### src/rtl/enemy_chaser_n.sv
// Enemy ship: spawns at the top, descends to FOLLOW_Y, chases the player, takes laser damage, explodes, clears.
// Optional ENEMY_SPAWN_SHIELD_EN: laser hits ignored for the first 32 live frames after spawn.

module enemy_chaser_n_aabb (
    input  logic [9:0] ax,
    input  logic [9:0] ay,
    input  logic [9:0] aw,
    input  logic [9:0] ah,
    input  logic [9:0] bx,
    input  logic [9:0] by,
    input  logic [9:0] bw,
    input  logic [9:0] bh,
    output logic       hit
);
    assign hit = ({1'b0, ax} < {1'b0, bx} + {1'b0, bw}) &&
                 ({1'b0, bx} < {1'b0, ax} + {1'b0, aw}) &&
                 ({1'b0, ay} < {1'b0, by} + {1'b0, bh}) &&
                 ({1'b0, by} < {1'b0, ay} + {1'b0, ah});
endmodule

module enemy_chaser_n #(
    parameter int NUM_LASERS = 4,
    parameter int SHIP_W     = 30,
    parameter int SHIP_H     = 30,
    parameter int PLR_W      = 30,
    parameter int PLR_H      = 30,
    parameter int HP_INIT    = 4,
    parameter int EXPLODE_FR = 15,
    parameter int FOLLOW_Y   = 160,
    parameter int DEADBAND   = 5,
    parameter int SPEED_HARD = 2
) (
    input  logic                       frame_clk,
    input  logic                       Reset,
    input  logic                       spawn,
    input  logic [9:0]                 spawn_x,
    input  logic [2:0]                 difficulty,
    input  logic [9:0]                 laser_w,
    input  logic [9:0]                 laser_h,
    input  logic [10*NUM_LASERS-1:0]   laser_x,
    input  logic [10*NUM_LASERS-1:0]   laser_y,
    input  logic [NUM_LASERS-1:0]      laser_v,
    input  logic [9:0]                 player_x,
    input  logic [9:0]                 player_y,
    output logic [9:0]                 ship_x,
    output logic [9:0]                 ship_y,
    output logic                       ship_alive,
    output logic                       exploding,
    output logic [NUM_LASERS-1:0]      laser_hit,
    output logic                       player_hit,
    output logic [2:0]                 hp
);
    localparam logic [9:0] SW   = 10'(SHIP_W);
    localparam logic [9:0] SH   = 10'(SHIP_H);
    localparam logic [9:0] PW   = 10'(PLR_W);
    localparam logic [9:0] PH   = 10'(PLR_H);
    localparam logic [9:0] XM   = 10'(639 - SHIP_W);
    localparam logic [9:0] YM   = 10'(479 - SHIP_H);
    localparam logic [9:0] FY   = 10'(FOLLOW_Y);
    localparam logic [9:0] DB   = 10'(DEADBAND);
    localparam logic [9:0] SPH  = 10'(SPEED_HARD);
    localparam logic [2:0] HPI  = 3'(HP_INIT);
    localparam logic [3:0] EXF  = 4'(EXPLODE_FR);

    typedef enum logic [2:0] {IDLE, DESCEND, CHASE, EXPLODE, CLEAR} state_t;
    state_t state;

    logic [3:0]            timer;
    logic [NUM_LASERS-1:0] laser_ovl;
    logic [NUM_LASERS-1:0] hits;
    logic [NUM_LASERS-1:0] shield_mask;
    logic                  plr_ovl;
    logic [4:0]            hit_cnt;
    logic [4:0]            dmg;
    logic                  kill;
    logic [9:0]            step;
    logic [9:0]            nx, ny, y_desc, sx_clamp;
    logic                  unused_diff;

    assign unused_diff = difficulty[0];

    genvar g;
    generate
        for (g = 0; g < NUM_LASERS; g++) begin : g_las
            enemy_chaser_n_aabb u_ovl (
                .ax(ship_x), .ay(ship_y), .aw(SW), .ah(SH),
                .bx(laser_x[10*g +: 10]), .by(laser_y[10*g +: 10]),
                .bw(laser_w), .bh(laser_h),
                .hit(laser_ovl[g])
            );
        end
    endgenerate

    enemy_chaser_n_aabb u_plr (
        .ax(ship_x), .ay(ship_y), .aw(SW), .ah(SH),
        .bx(player_x), .by(player_y), .bw(PW), .bh(PH),
        .hit(plr_ovl)
    );

`ifdef ENEMY_SPAWN_SHIELD_EN
    logic [4:0] shield_cnt;
    logic       shield_on;
    assign shield_mask = shield_on ? '0 : '1;
`else
    assign shield_mask = '1;
`endif

    // Move one axis toward tgt by s, holding inside the dead-band and never leaving [0, maxv].
    function automatic logic [9:0] step_axis(input logic [9:0] pos, input logic [9:0] tgt,
                                             input logic [9:0] s, input logic [9:0] maxv);
        logic [10:0] up;
        logic [9:0]  r;
        up = {1'b0, pos} + {1'b0, s};
        r  = pos;
        if (pos > tgt) begin
            if (pos - tgt >= DB) r = (pos < s) ? 10'd0 : pos - s;
        end else if (tgt - pos >= DB) begin
            r = (up > {1'b0, maxv}) ? maxv : up[9:0];
        end
        if (r > maxv) r = maxv;
        return r;
    endfunction

    always_comb begin
        hits    = laser_v & laser_ovl & shield_mask;
        hit_cnt = '0;
        for (int i = 0; i < NUM_LASERS; i++) hit_cnt = hit_cnt + 5'(hits[i]);
        dmg      = difficulty[1] ? {hit_cnt[3:0], 1'b0} : hit_cnt;
        kill     = dmg >= {2'b00, hp};
        step     = difficulty[2] ? SPH : 10'd1;
        nx       = step_axis(ship_x, player_x, step, XM);
        ny       = step_axis(ship_y, player_y, step, YM);
        y_desc   = (ship_y >= YM) ? YM : ship_y + 10'd1;
        sx_clamp = (spawn_x > XM) ? XM : spawn_x;
    end

    always_ff @(posedge frame_clk or posedge Reset) begin
        if (Reset) begin
            state      <= IDLE;
            ship_x     <= 10'd639;
            ship_y     <= 10'd0;
            hp         <= 3'd0;
            timer      <= 4'd0;
            ship_alive <= 1'b0;
            exploding  <= 1'b0;
            laser_hit  <= '0;
            player_hit <= 1'b0;
`ifdef ENEMY_SPAWN_SHIELD_EN
            shield_cnt <= 5'd0;
            shield_on  <= 1'b0;
`endif
        end else begin
            laser_hit  <= '0;
            player_hit <= 1'b0;
            case (state)
                IDLE: if (spawn) begin
                    state      <= DESCEND;
                    ship_x     <= sx_clamp;
                    ship_y     <= 10'd2;
                    hp         <= HPI;
                    timer      <= EXF;
                    ship_alive <= 1'b1;
`ifdef ENEMY_SPAWN_SHIELD_EN
                    shield_cnt <= 5'd0;
                    shield_on  <= 1'b1;
`endif
                end
                DESCEND, CHASE: begin
                    laser_hit <= hits;
                    hp        <= kill ? 3'd0 : hp - dmg[2:0];
`ifdef ENEMY_SPAWN_SHIELD_EN
                    if (shield_on) begin
                        shield_cnt <= shield_cnt + 5'd1;
                        if (shield_cnt == 5'd31) shield_on <= 1'b0;
                    end
`endif
                    // A ram or a lethal hit freezes the ship where it was struck.
                    if (plr_ovl || kill) begin
                        state      <= EXPLODE;
                        exploding  <= 1'b1;
                        player_hit <= plr_ovl;
                    end else if (state == DESCEND) begin
                        ship_y <= y_desc;
                        if (y_desc > FY) state <= CHASE;
                    end else begin
                        ship_x <= nx;
                        ship_y <= ny;
                    end
                end
                EXPLODE: begin
                    if (timer == 4'd0) begin
                        state      <= CLEAR;
                        ship_x     <= 10'd639;
                        ship_y     <= 10'd0;
                        hp         <= 3'd0;
                        ship_alive <= 1'b0;
                        exploding  <= 1'b0;
                    end else begin
                        timer <= timer - 4'd1;
                    end
                end
                CLEAR: begin
                    state  <= IDLE;
                    ship_x <= 10'd639;
                    ship_y <= 10'd0;
                    hp     <= 3'd0;
                end
                default: state <= IDLE;
            endcase
        end
    end
endmodule

### config.mk
export PLATFORM = sky130hd
export DESIGN_NAME = enemy_chaser_n
export DESIGN_NICKNAME = d
export VERILOG_FILES = /design/src/rtl/enemy_chaser_n.sv
export SDC_FILE = /design/constraint.sdc
export NUM_CORES = 1
export LEC_CHECK = 0
export ABC_AREA = 1
export CAP_MARGIN = 15
export CORE_MARGIN = 2
export CORE_UTILIZATION = 40
export CTS_CLUSTER_SIZE = 14
export DETAILED_ROUTE_END_ITERATION = 16
export GPL_TIMING_DRIVEN = 1
export MAX_ROUTING_LAYER = met4
export PLACE_DENSITY = 0.67
export SYNTH_ARGS = -nofsm -noshare
export SYNTH_HDL_FRONTEND = slang
export SYNTH_SLANG_ARGS = --single-unit
### constraint.sdc
create_clock -name frame_clk -period 6.7 [get_ports frame_clk]
set_input_delay 1.34 -clock frame_clk [delete_from_list [all_inputs] [get_ports frame_clk]]
set_output_delay 1.34 -clock frame_clk [all_outputs]
set_load 0.03 [all_outputs]
==> flow_summary.json, run 1 <==
{
  "wl_per_cell_um": 16.7,
  "mostFrequentLayoutCell": "nand2_1",
  "cts-root-buf": "clkbuf_16",
  "crit_path_end_kind": "flip-flop",
  "slew_headroom_pct": 44.1,
  "p_int_mw": 2.79,
  "final-seq-area_um2": 936,
  "grt_pass1_wl_um": 70600,
  "worst_slack_ns": 0.202,
  "drive_above_1_share_pct": 13.3,
  "areaGrowthSynthToFinish_pct": 30.0,
  "skew_ns": 0.00794,
  "reg2reg_depth": 35,
  "yosysWarnings": 0,
  "die_w_um": 186,
  "synth_edf_count": 0,
  "status": "finished, final reports clean",
  "antenna_found_initial": 2,
  "max_clock_freq_mhz": 154,
  "synth_area_leader_cell": "ha_1",
  "hp-class": "reg2reg",
  "synth-simple-area-share_pct": 26.4,
  "pwr-share-seq_pct": 7.3,
  "first_global_vias": 14096,
  "grt_max_degree": 38,
  "pwr-share-comb_pct": 88.5,
  "synth_top_family_by_area": "adder cells",
  "synth_top_area_share_pct": 30.2,
  "dp_slack_ns": -0.840,
  "cp.arrival_ns": 6.67,
  "p_total_mw": 6.63,
  "ant_nets": 0,
  "place_congestion": 0.957,
  "start_kind": "primary input",
  "synth_mux_area_share_pct": 0.0757,
  "vdd_drop_max_mv": 0.224,
  "hold-worst-slack_ns": 0.487,
  "place_inst": 2698,
  "ys_seq_elements": 37,
  "critPathKind": "in2reg",
  "port_buffers": 168,
  "synth.distinct_cells": 56,
  "synthFlopType": "dfrtp_1",
  "drtPass1Iterations": 6,
  "cts_buffers": 5,
  "p_leak_nw": 8.96,
  "hpwl_um": 37600,
  "power.switching_mw": 3.84,
  "synth_xor_area_share_pct": 8.34,
  "die_h_um": 186,
  "post-route-drc-count": 0,
  "final_nets": 2761,
  "cts.clk_slew.worst_paths_ns": 0.06,
  "fin_crit_sh_pct": 97.0,
  "worst_pin_slew_ns": 0.831,
  "insertion_delay_ns": 0.29,
  "vias": 14524,
  "dpl_cell_area_um2": 16400,
  "instances_no_fill": 2729,
  "swShare_pct": 57.9,
  "cap_violations": 0,
  "drt_iter0_drc": 760,
  "synthAdderAreaFrac_pct": 32.9,
  "clock-sinks": 37,
  "die-area_um2": 34500,
  "vias_per_cell": 5.32,
  "slew_viol_final": 0,
  "postCtsHoldBufs": 0,
  "grt_overflow": 0,
  "seq_area_frac_synth_pct": 7.07,
  "n_fill_cell": 3193,
  "syn_nets": 2451,
  "hold_violations": 0,
  "core_area_um2": 32500,
  "cp_max_fo": 6,
  "layout_common_cells": "nand2_1, ha_1, inv_1",
  "clock_power_share_pct": 4.1,
  "cts_max_level": 2,
  "fin_area_um2": 17200,
  "post-route-min-period_ns": 6.50,
  "power_density_nw_per_um2": 385,
  "worstPathRequired_ns": 6.87,
  "synth-compound-area-share_pct": 16.9,
  "cts_buffer_depth": 2,
  "critPathMaxStageDelay_ns": 0.46,
  "multi_input_area_um2": 11600,
  "grt_use_total_pct": 26.6,
  "setup_viol": 0,
  "finalSetupTns_ns": 0,
  "avgSynthCellArea_um2": 6.70,
  "crit_slowest_cell": "clkdlybuf4s50_1",
  "async_flop_share_pct": 100,
  "drt_wl_total_um": 45700,
  "synthCells": 1974,
  "tritoncts": "done",
  "initial_utilization_pct": 40.7,
  "syn_area_um2": 13200,
  "rows": 66,
  "io_pins": 170,
  "ys_top_cells_by_area": "ha_1, nand2_1, a21oi_1, inv_1, xor2_1",
  "utilization_pct": 52.9,
  "holdPathStages": 2
}
[final timing paths]
kind / endpoint / startpoint / slack, ns
hold / removal: timer[3] / timer[3] / 0.49
setup reg to reg: ship_x[7] / ship_y[2] / 0.93
setup / recovery: ship_x[7] / laser_x[1] / 0.20
min in group asynchronous: timer[0] / Reset / 1.48
max in group asynchronous: ship_x[3] / Reset / 4.86
hold reg to reg: timer[3] / timer[3] / 0.49
[repair_timing]
action	4_1_cts	5_1_grt
endpoints found under the setup margin	26	26
buffers inserted	9	13
gates cloned	1	0
gates resized for setup	46	96
pin swaps	26	67
[per-layer routing]
metal | track usage, % | wire (um) | up-vias
met4 | 10.2 | 1600 | 0
met5 | - | 0 | -
li1 | - | - | 7314
met2 | 46.4 | 22200 | 401
met1 | 31.4 | 19600 | 6712
met3 | 2.76 | 2290 | 97
[critical path, delay by kind of cell]
kind,cells,cell delay [ns]
xor+xnor,1,0.17
buf+inv,7,1.14
compound gates,13,1.72
fa+ha+maj,6,1.86
simple gates,5,0.42
[cell usage after synthesis, types with 3 or more instances]
library cell and instances:
a211oi_1 11, o21bai_1 38, buf_6 3, inv_1 238, nor2_2 8, fa_1 18, nor3_1 16, nand3_1 148
a21o_1 3, o221ai_1 12, clkbuf_1 9, nand2_2 11, o211ai_1 12, o21a_1 9, clkinv_1 7, buf_2 16
nor2_1 126, o21ai_0 60, inv_2 9, ha_1 319, o31ai_1 8, or2_2 3, a21boi_0 9, o21ai_1 11
nand4_1 38, a21oi_1 185, xnor2_1 27, nand2_1 444, dfrtp_1 29, xor2_1 99, a21oi_2 5, nor2_4 3
dfstp_2 8
[power groups by stage]
| stage | registers, mW | logic (mW) | clock network, mW |
|---|---|---|---|
| floorplan | 0.606 | 3.55 | 0 |
| global placement | 0.486 | 5.31 | 0 |
| detailed placement | 0.485 | 5.46 | 0 |
| CTS | 0.483 | 5.62 | 0.276 |
| global route | 0.496 | 6.58 | 0.286 |
| finish | 0.486 | 5.87 | 0.274 |
[state kept, by name, summed over array words and instances (netlist names)]
register,count
exploding,1
hp,3
state,3
ship_x,10
timer,4
laser_hit,4
ship_y,10
ship_alive,1
player_hit,1
[logic make-up (layout without fill, tap and decap cells)]
kind of cell,count (synthesis),in the layout
muxes,1,1
buffers and inverters,283,594
adders and majority gates,337,337
and+or+nand+nor,811,811
AOI/OAI and AO/OA,379,379
DFF,37,37
xor gates and xnor gates,126,126
other,0,2
[area by class of cell]
cell class | instances | area share (%)
multi-input combinational | 1654 | 67.6
timing repair buffer | 332 | 17.2
inverter | 254 | 5.54
sequential | 37 | 5.44
tap | 442 | 3.21
clock buffer | 5 | 0.727
clock inverter | 3 | 0.269
antenna | 2 | 0.0291
Note: power is estimated with default switching activity, not from simulation.
==> inputs of run 2 (changes only) <==
--- a/config.mk
+++ b/config.mk
@@ -14,6 +14,7 @@
 export GPL_TIMING_DRIVEN = 1
 export MAX_ROUTING_LAYER = met4
 export PLACE_DENSITY = 0.67
+export SETUP_SLACK_MARGIN = 0.2
 export SYNTH_ARGS = -nofsm -noshare
 export SYNTH_HDL_FRONTEND = slang
 export SYNTH_SLANG_ARGS = --single-unit
==> flow_summary.json, run 2 (synthesis gave the netlist of run 1 again) <==
{
  "status": "finished, final reports clean",
  "hold_violations": 0,
  "slew_viol_final": 0,
  "dp_slack_ns": -0.840,
  "crit_path_end_kind": "flip-flop",
  "cap_violations": 0,
  "worst_pin_slew_ns": 0.803,
  "clock-sinks": 37,
  "n_fill_cell": 3183,
  "p_int_mw": 2.82,
  "post-route-drc-count": 0,
  "grt_overflow": 0,
  "cp.arrival_ns": 6.53,
  "power_density_nw_per_um2": 385,
  "insertion_delay_ns": 0.29,
  "fin_crit_sh_pct": 95.0,
  "cts_max_level": 2,
  "r2r_slack_ns": 0.98,
  "post-route-min-period_ns": 6.36,
  "grt_pass1_wl_um": 71000,
  "cts-root-buf": "clkbuf_16",
  "die_h_um": 186,
  "cp_max_fo": 6,
  "reg2reg_depth": 35,
  "critPathLaunch": "laser_x[0]",
  "critPathKind": "in2reg",
  "power.switching_mw": 3.85,
  "drive_above_1_share_pct": 14.0,
  "pwr-share-comb_pct": 88.6,
  "pwr-share-seq_pct": 7.3,
  "die-area_um2": 34500,
  "cpLargestDelayFamily": "adder cells",
  "cts_buffer_depth": 2,
  "layout_common_cells": "nand2_1, ha_1, inv_1",
  "rows": 66,
  "tritoncts": "done",
  "wl_per_cell_um": 16.7,
  "place_congestion": 0.957,
  "grt_max_degree": 38,
  "first_global_vias": 14191,
  "port_buffers": 168,
  "start_kind": "primary input",
  "die_w_um": 186,
  "io_pins": 170,
  "skew_ns": 0.00775,
  "hpwl_um": 37600,
  "initial_utilization_pct": 40.7,
  "cts_buffers": 5,
  "antenna_found_initial": 3,
  "worst_r2r_endpoint": "ship_x[7]",
  "endpoint": "ship_x[7]",
  "ant_nets": 0,
  "clock_power_share_pct": 4.1,
  "core_area_um2": 32500,
  "areaGrowthSynthToFinish_pct": 31.0,
  "slew_headroom_pct": 46.1,
  "swShare_pct": 57.8,
  "r2r_start": "ship_y[2]",
  "max_clock_freq_mhz": 157,
  "hp-class": "reg2reg",
  "rsz0062_at_grt": "yes",
  "drt_wl_total_um": 45800,
  "vdd_drop_max_mv": 0.223,
  "top_regs": "ship_x x10, ship_y x10",
  "worst_slack_ns": 0.337,
  "drt_iter0_drc": 667,
  "final_nets": 2767,
  "hold-worst-slack_ns": 0.484,
  "setup_viol": 0,
  "worstPathRequired_ns": 6.87,
  "crit_buf_inv": 7,
  "p_leak_nw": 9.04,
  "critPathMaxStageDelay_ns": 0.43,
  "drtPass1Iterations": 5,
  "path_depth": 33,
  "cts.clk_slew.worst_paths_ns": 0.06,
  "grt_use_total_pct": 26.7,
  "final-seq-area_um2": 936,
  "vias_per_cell": 5.35,
  "multi_input_area_um2": 11700,
  "crit_slowest_cell": "fa_1",
  "vias": 14649,
  "mostFrequentLayoutCell": "nand2_1"
}
## run 2: worst min-delay path by stage
| stage | start | endpoint | slack [ns] | cells after the start |
|---|---|---|---|---|
| after floorplan | timer[3] | timer[3] | 0.45 | 2 |
| after global placement | timer[3] | timer[3] | 0.47 | 2 |
| after detailed placement | timer[3] | timer[3] | 0.47 | 2 |
| after CTS | timer[3] | timer[3] | 0.48 | 2 |
| after global routing | timer[3] | timer[3] | 0.51 | 2 |
| final | timer[3] | timer[3] | 0.48 | 2 |
## run 2: repair_timing
item,4_1_cts,5_1_grt
hold buffers,0,0
gates resized for setup,76,110
pin swaps,47,83
endpoints found under the setup margin,26,26
gates cloned,1,0
buffers inserted,14,12
## run 2: layout make-up
type                            count  share of cell area [%]
Multi-Input combinational cell   1654                    67.4
Timing Repair Buffer              338                    17.5
Inverter                          254                    5.53
Sequential cell                    37                    5.40
Tap cell                          442                    3.19
Clock buffer                        5                   0.722
Clock inverter                      3                   0.267
Antenna cell                        3                  0.0433
## run 2: tightest hold or removal path: cells and delay by family, from the launching register on
family | cells | cell delay, ns
AND/OR/NAND/NOR | 2 | 0.10
flip-flops | 1 | 0.35
## run 2: per-stage QoR
| stage | TNS, ns | utilization (%) | total power, mW | instances | area, um^2 |
|---|---|---|---|---|---|
| after floorplan | 0 | - | 4.15 | 1974 | 13200 |
| after global placement | -14.60 | 50.4 | 5.80 | 2698 | 16400 |
| after detailed placement | -19.21 | 50.4 | 5.95 | 2698 | 16400 |
| after CTS | 0 | 51.8 | 6.41 | 2721 | 16900 |
| after global routing | 0 | 53.3 | 7.41 | 2736 | 17300 |
| final | 0 | 53.3 | 6.67 | 2736 | 17300 |
## run 2: power by group through the flow
stage / Clock (mW) / Combinational (mW) / Sequential, mW
floorplan: 0 / 3.55 / 0.606
global placement: 0 / 5.31 / 0.486
detailed placement: 0 / 5.46 / 0.485
CTS: 0.276 / 5.65 / 0.483
global route: 0.286 / 6.63 / 0.496
finish: 0.274 / 5.91 / 0.487
## run 2: layer usage
metal  track usage (%)  part of all wire, %  up-vias
met3              2.76                  5.6      109
met2              46.7                   48      445
met1              31.5                   42     6771
li1                  -                    -     7324
met5                 -                    0        -
met4              10.2                  3.7        0
